$ cat src/rtl/ecall_unit.sv
// Environment-call service unit: stalls the core while print/read/exit services
// run against board I/O, then pulses EcallDone and optionally writes back x10.
module ecall_unit #(
    parameter int SW_WIDTH        = 16,
    parameter int DEBOUNCE_CYCLES = 1000000,
    parameter int DB_CNT_W        = 20
) (
    input  logic                clk,
    input  logic                rst,
    input  logic                Ecall,
    input  logic [31:0]         a7,
    input  logic [31:0]         a0,
    input  logic [SW_WIDTH-1:0] sw,
    input  logic                btn_confirm,
    output logic                EcallDone,
    output logic                EcallRegWrite,
    output logic [4:0]          EcallWriteReg,
    output logic [31:0]         EcallWriteData,
    output logic [31:0]         disp_value,
    output logic                disp_valid,
    output logic                busy,
    output logic                halted
);

    typedef enum logic [2:0] {
        IDLE, PRINT_WAIT, READ_WAIT, DONE, RELEASE, HALT
    } state_t;

    state_t                state_q;
    logic                  sync1_q, sync2_q, db_level_q, confirm_q;
    logic [DB_CNT_W-1:0]   db_cnt_q;
    logic                  done_q, regwr_q, sext_q, disp_valid_q, busy_q, halted_q;
    logic [31:0]           wdata_q, disp_value_q;
    logic [31:0]           sw_ext;
    logic                  unused_a7;

    // Only the low byte of a7 selects a service.
    assign unused_a7 = ^a7[31:8];

    assign sw_ext = sext_q ? {{(32-SW_WIDTH){sw[SW_WIDTH-1]}}, sw}
                           : {{(32-SW_WIDTH){1'b0}}, sw};

    // Button: 2-flop synchronizer, stability counter, rising-edge pulse.
    always_ff @(posedge clk) begin
        if (rst) begin
            sync1_q    <= 1'b0;
            sync2_q    <= 1'b0;
            db_level_q <= 1'b0;
            db_cnt_q   <= '0;
            confirm_q  <= 1'b0;
        end else begin
            sync1_q   <= btn_confirm;
            sync2_q   <= sync1_q;
            confirm_q <= 1'b0;
            if (sync2_q != db_level_q) begin
                if (db_cnt_q == DB_CNT_W'(DEBOUNCE_CYCLES - 1)) begin
                    db_level_q <= sync2_q;
                    db_cnt_q   <= '0;
                    confirm_q  <= sync2_q;
                end else begin
                    db_cnt_q <= db_cnt_q + 1'b1;
                end
            end else begin
                db_cnt_q <= '0;
            end
        end
    end

    always_ff @(posedge clk) begin
        if (rst) begin
            state_q      <= IDLE;
            done_q       <= 1'b0;
            regwr_q      <= 1'b0;
            sext_q       <= 1'b0;
            wdata_q      <= '0;
            disp_value_q <= '0;
            disp_valid_q <= 1'b0;
            busy_q       <= 1'b0;
            halted_q     <= 1'b0;
        end else begin
            done_q  <= 1'b0;
            regwr_q <= 1'b0;
            case (state_q)
                IDLE: if (Ecall) begin
                    busy_q <= 1'b1;
                    case (a7[7:0])
                        8'd1: begin
                            disp_value_q <= a0;
                            disp_valid_q <= 1'b1;
                            state_q      <= PRINT_WAIT;
                        end
                        8'd5: begin
                            sext_q  <= 1'b0;
                            state_q <= READ_WAIT;
                        end
                        8'd12: begin
                            sext_q  <= 1'b1;
                            state_q <= READ_WAIT;
                        end
                        8'd10: begin
                            halted_q <= 1'b1;
                            state_q  <= HALT;
                        end
                        default: begin
                            done_q  <= 1'b1;
                            state_q <= DONE;
                        end
                    endcase
                end
                PRINT_WAIT: if (confirm_q) begin
                    done_q  <= 1'b1;
                    state_q <= DONE;
                end
                READ_WAIT: if (confirm_q) begin
                    wdata_q <= sw_ext;
                    done_q  <= 1'b1;
                    regwr_q <= 1'b1;
                    state_q <= DONE;
                end
                DONE:    state_q <= RELEASE;
                // One blind cycle so the controller can drop its wait latch.
                RELEASE: begin
                    busy_q  <= 1'b0;
                    state_q <= IDLE;
                end
                HALT:    state_q <= HALT;
                default: state_q <= IDLE;
            endcase
        end
    end

    assign EcallDone      = done_q;
    assign EcallRegWrite  = regwr_q;
    assign EcallWriteReg  = 5'd10;
    assign EcallWriteData = wdata_q;
    assign disp_value     = disp_value_q;
    assign disp_valid     = disp_valid_q;
    assign busy           = busy_q;
    assign halted         = halted_q;

endmodule

$ cat config.mk
export PLATFORM = sky130hd
export DESIGN_NAME = ecall_unit
export DESIGN_NICKNAME = d
export VERILOG_FILES = /design/src/rtl/ecall_unit.sv
export SDC_FILE = /design/constraint.sdc
export NUM_CORES = 1
export LEC_CHECK = 0
export CAP_MARGIN = 20
export CORE_AREA = 2 2 91 93
export CTS_CLUSTER_SIZE = 16
export DETAILED_ROUTE_END_ITERATION = 10
export DIE_AREA = 0 0 93 95
export PLACE_DENSITY = 0.85
export SYNTH_ARGS = -nofsm -noshare
export SYNTH_HDL_FRONTEND = slang
export SYNTH_SLANG_ARGS = --single-unit
$ cat constraint.sdc
create_clock -name clk -period 5.1 [get_ports clk]
set_clock_uncertainty 0.2 [all_clocks]
set_input_delay 1.53 -clock clk [delete_from_list [all_inputs] [get_ports clk]]
set_output_delay 1.53 -clock clk [all_outputs]
set_load 0.02 [all_outputs]
After elaboration in Yosys (flattened, before gate mapping)
Index checks and enable logic that the tools add are counted.

Output and inout bits: 74. Bits of input ports: 84. Word-level logic and storage cells: 59. Flip-flop bits (word level): 97.

Eq/ne operators: 13. Add/subtract/negate cells: 1. Muxes and demuxes: 12. Reductions and logical operators: 16. Bitwise operators: 3.

Operators by type and width (number): $mux 32 (1); $add 20x1->20 const B (1); $eq 20x20->1 const B (1); $eq 8x4->1 const B (2); $pmux 3 s4 (1); $pmux 3 s3 (1); $reduce_and 3->1 (3); $eq 8x1->1 const B (1); $eq 8x3->1 const B (1); $reduce_and 2->1 (4); $eq 3x2->1 const B (2); $eq 3x3->1 const B (2); $mux 3 (2); $pmux 1 s2 (3); $reduce_or 2->1 (3); $reduce_or 3->1 (2); $mux 1 (4); $reduce_bool 2->1 (2); $reduce_or 4->1 (1); $eq 3x1->1 const B (1); $logic_not 3->1 (1); $not 1->1 (3); $ne 2x1->1 const B (1); $ne 2x2->1 const B (1); $ne 1x1->1 (1).

Depth between registers and ports, before layout
Depth in word-level cells: 5. Depth in mapped cells: 7. Depth with buffers taken out: 5.

Worst setup path before layout
OpenSTA, ideal clock, no wires.

Kind: input to register. From: input port a7[5]. To: register disp_value_q[25], in the netlist disp_value[25]. Path slack: 1.737 ns. Path buffers: 2. Arrival: 3.035 ns. Stages: 6. Library setup time: 0.128 ns. Data required time: 4.772 ns. Cell sequence: or4_1 -> clkbuf_1 -> nor4_4 -> buf_6 -> mux2i_1 -> nor2_1.

Cells in the longest elaborated chain, start to end: 2.

Ends and longest elaborated chain: start, declared (line 11) `input logic [31:0] a7,`; $eq 8x1->1 (line 86) `case (a7[7:0])`; $reduce_and 3->1 (no line); end signal, assigned (line 76) `disp_value_q <= '0;`; end signal, assigned (line 88) `disp_value_q <= a0;`; end, declared (line 33) `logic [31:0] wdata_q, disp_value_q;`.

No other way between the ends. A chain may end at the register's enable or synchronous reset.

Worst setup path after layout
From: input port Ecall. To: register disp_value_q[0], in the netlist disp_value[0].

Cells in the longest elaborated chain, start to end: 1.

Ends and longest elaborated chain: start, declared (line 10) `input logic Ecall,`; $reduce_and 3->1 (no line).

No other way between the ends.

==> flow_summary.json <==
{
  "seq_area_frac_synth_pct": 47.54,
  "cpPeakStageDelay_ps": 540,
  "syn2layout_area_growth_pct": 39.42,
  "synth_area_per_cell_um2": 9.064,
  "cts_tree": "built",
  "grt_overflow": 0,
  "track_usage_pct": 17.65,
  "finalWeightedCongestion": 0.7930,
  "status": "finished, final reports clean",
  "async_flop_share_pct": 0,
  "cts-buffers-inserted": 9,
  "max_freq_ghz": 0.2780,
  "synth-edff-count": 0,
  "whs_path_depth": 1,
  "drt_wl_total_mm": 7.806,
  "layout.nets": 568,
  "crit_fanout": 33,
  "ant_nets": 0,
  "wl_per_cell_um": 13.16,
  "place_ws_ps": 1089,
  "pin_count": 158,
  "rr_startpoint": "db_cnt_q[12]$_SDFF_PP0_",
  "r2r_slack_ps": 2440,
  "final.period_utilization_pct": 70.52,
  "die_area_um2": 8835,
  "ir_worst_vdd_v": 0.0001841,
  "drtIter0Drc": 122,
  "drv_cap": 0,
  "worstReg2RegEnd": "db_cnt_q[5]$_SDFF_PP0_",
  "relSlewSlack_pct": 47.30,
  "drc": 0,
  "hp-class": "reg2reg",
  "hold_viol_final": 0,
  "viasPerCell": 4.884,
  "synth_cell_type_count": 48,
  "hpwl_mm": 5.685,
  "final_cell_mix": "127 x clkdlybuf4s50_1, 82 x dfxtp_1, 53 x nor2_1",
  "synthCells": 381,
  "hold_end": "sync2_q$_SDFF_PP0_",
  "clkTransAtPathRegs_ps": 100,
  "die_y_um": 95,
  "drive_above_1_share_pct": 6.762,
  "required_ps": 5130,
  "report.final.slew_viol_count": 0,
  "setup.worst_path.end_class": "flop",
  "cts_sinks": 82,
  "reg2regPathDepth": 4,
  "diodes": 0,
  "cts_setup_buffers": 0,
  "setup_viol": 0,
  "vias": 2896,
  "first_pass_iters": 5,
  "grt_max_degree": 62,
  "critPathKind": "in2reg",
  "rsz0062_at_grt": "false",
  "antenna_found_initial": 0,
  "root_buffer": "clkbuf_8",
  "insertion_delay_ps": 350,
  "port_buffers": 128,
  "grt_pass1_wl_mm": 12.36,
  "cts_buffer_depth": 2,
  "period_needed_ps": 3597,
  "worst_pin_slew_ps": 790.5,
  "cp-start-kind": "input pin",
  "yosysWarnings": 0,
  "cpMaxStageDelayCell": "clkdlybuf4s50_1",
  "worstHoldStart": "sync1_q$_SDFF_PP0_",
  "cellPowerDensity_nw_per_um2": 247.5,
  "core_um2": 7928,
  "timing.final.ws_setup_ps": 1503,
  "p_leak_nw": 1.571,
  "path_cells": "clkdlybuf4s50_1, or4b_4, nor4_4, buf_4, mux2i_1, nor2_1",
  "syn_area_um2": 3453,
  "grt_pass1_vias": 2781,
  "finalSetupTns_ps": 0,
  "h-tree-depth": 3,
  "floorplan.initialDensity_pct": 43.56,
  "ys_ff_latch": 82,
  "arrival_ps": 3630,
  "final_common_cell": "clkdlybuf4s50_1",
  "ys_dominant_reg_cell": "dfxtp_1",
  "die_w_um": 93,
  "cts_resized": 0,
  "holdBufCountCts": 0,
  "row_count": 33
}
## per-layer routing
metal | vias to the layer above | part of all wire, % | global-route usage, %
met1 | 1339 | 40 | 19.53
met2 | 83 | 52 | 31.94
met3 | 9 | 6.4 | 5.188
li1 | 1465 | - | -
met4 | 0 | 1.3 | 6.740
met5 | - | 0 | 0
## worst max-delay path, delay by kind of cell
family                 cells  cell delay (ps)
multiplexers               1              280
buffers and inverters      2             1020
AND/OR/NAND/NOR            3              790
## cells by family (layout without fill, tap and decap cells)
kind of cell,count (synthesis),in the layout,share of synthesized area (%)
mux,34,34,9.855
fa+ha+maj,1,1,0.3623
xor+xnor,13,13,3.297
simple gates,147,147,21.56
flops,82,82,47.54
compound gates,50,50,8.225
buf+inv,52,156,8.949
other cells,2,5,0.2175
## flip-flops by register name, indices dropped and copies added, names as in the netlist
signal	flops
disp_value	32
db_cnt_q	20
EcallWriteData	17
state_q	3
EcallDone	1
EcallRegWrite	1
busy	1
confirm_q	1
db_level_q	1
disp_valid	1
halted	1
sext_q	1
sync1_q	1
sync2_q	1
## Yosys cell counts (2+ instances only)
cell type	number	share of area [%]
xnor2_1	7	1.8
nand2b_1	4	0.72
conb_1	2	0.22
and2_1	2	0.36
nand4_1	3	0.54
nor4_1	3	0.54
or3_1	3	0.54
mux2i_1	34	9.9
or4_1	8	1.7
nand3b_1	2	0.43
o21ai_0	8	1.2
inv_1	9	0.98
nand3_1	8	1.2
buf_4	22	4.8
nand2_1	39	4.2
a211oi_1	2	0.43
clkbuf_1	16	1.7
or3_2	2	0.43
a21oi_1	30	4.3
o31ai_1	3	0.65
buf_6	4	1.3
nor2b_1	4	0.72
nor3_1	3	0.43
xor2_1	6	1.5
nor2_1	53	5.8
dfxtp_1	82	48
## where the power goes
group	switching [mW]	leakage, nW	internal (mW)	total (mW)
Clock	0.262	0.0893	0.190	0.452
Sequential	0.00654	0.662	0.644	0.651
Combinational	0.0340	0.820	0.0544	0.0884
## final cells by class
class | instances | area (µm²)
clock buffer | 9 | 123.9
multi-input combinational | 250 | 1514
fill | 686 | 3113
sequential | 82 | 1642
timing repair buffer | 131 | 1303
inverter | 9 | 33.78
tap | 105 | 131.4
clock inverter | 7 | 67.56
## worst max-delay path by stage
stage | start | endpoint | slack (ps)
6_report | Ecall | disp_value[0]$_SDFFE_PP0P_ | 1500
5_1_grt | Ecall | disp_value[0]$_SDFFE_PP0P_ | 1360
4_1_cts | Ecall | disp_value[0]$_SDFFE_PP0P_ | 1480
3_5_place_dp | Ecall | disp_value[0]$_SDFFE_PP0P_ | 1090
3_3_place_gp | Ecall | disp_value[19]$_SDFFE_PP0P_ | 1150
2_1_floorplan | a7[5] | disp_value[25]$_SDFFE_PP0P_ | 1740
## stage by stage
step,instance area [µm²],hold slack [ps],util (%),total power [mW],cells
floorplan,3465,213.8,-,0.7021,384
global placement,4612,220.7,58.18,0.7521,576
detailed placement,4612,224.7,58.18,0.7543,576
CTS,4803,247.3,60.59,1.207,592
global route,4815,258.6,60.73,1.239,593
finish,4815,241.7,60.73,1.191,593
Note: power is estimated with default switching activity, not from simulation.
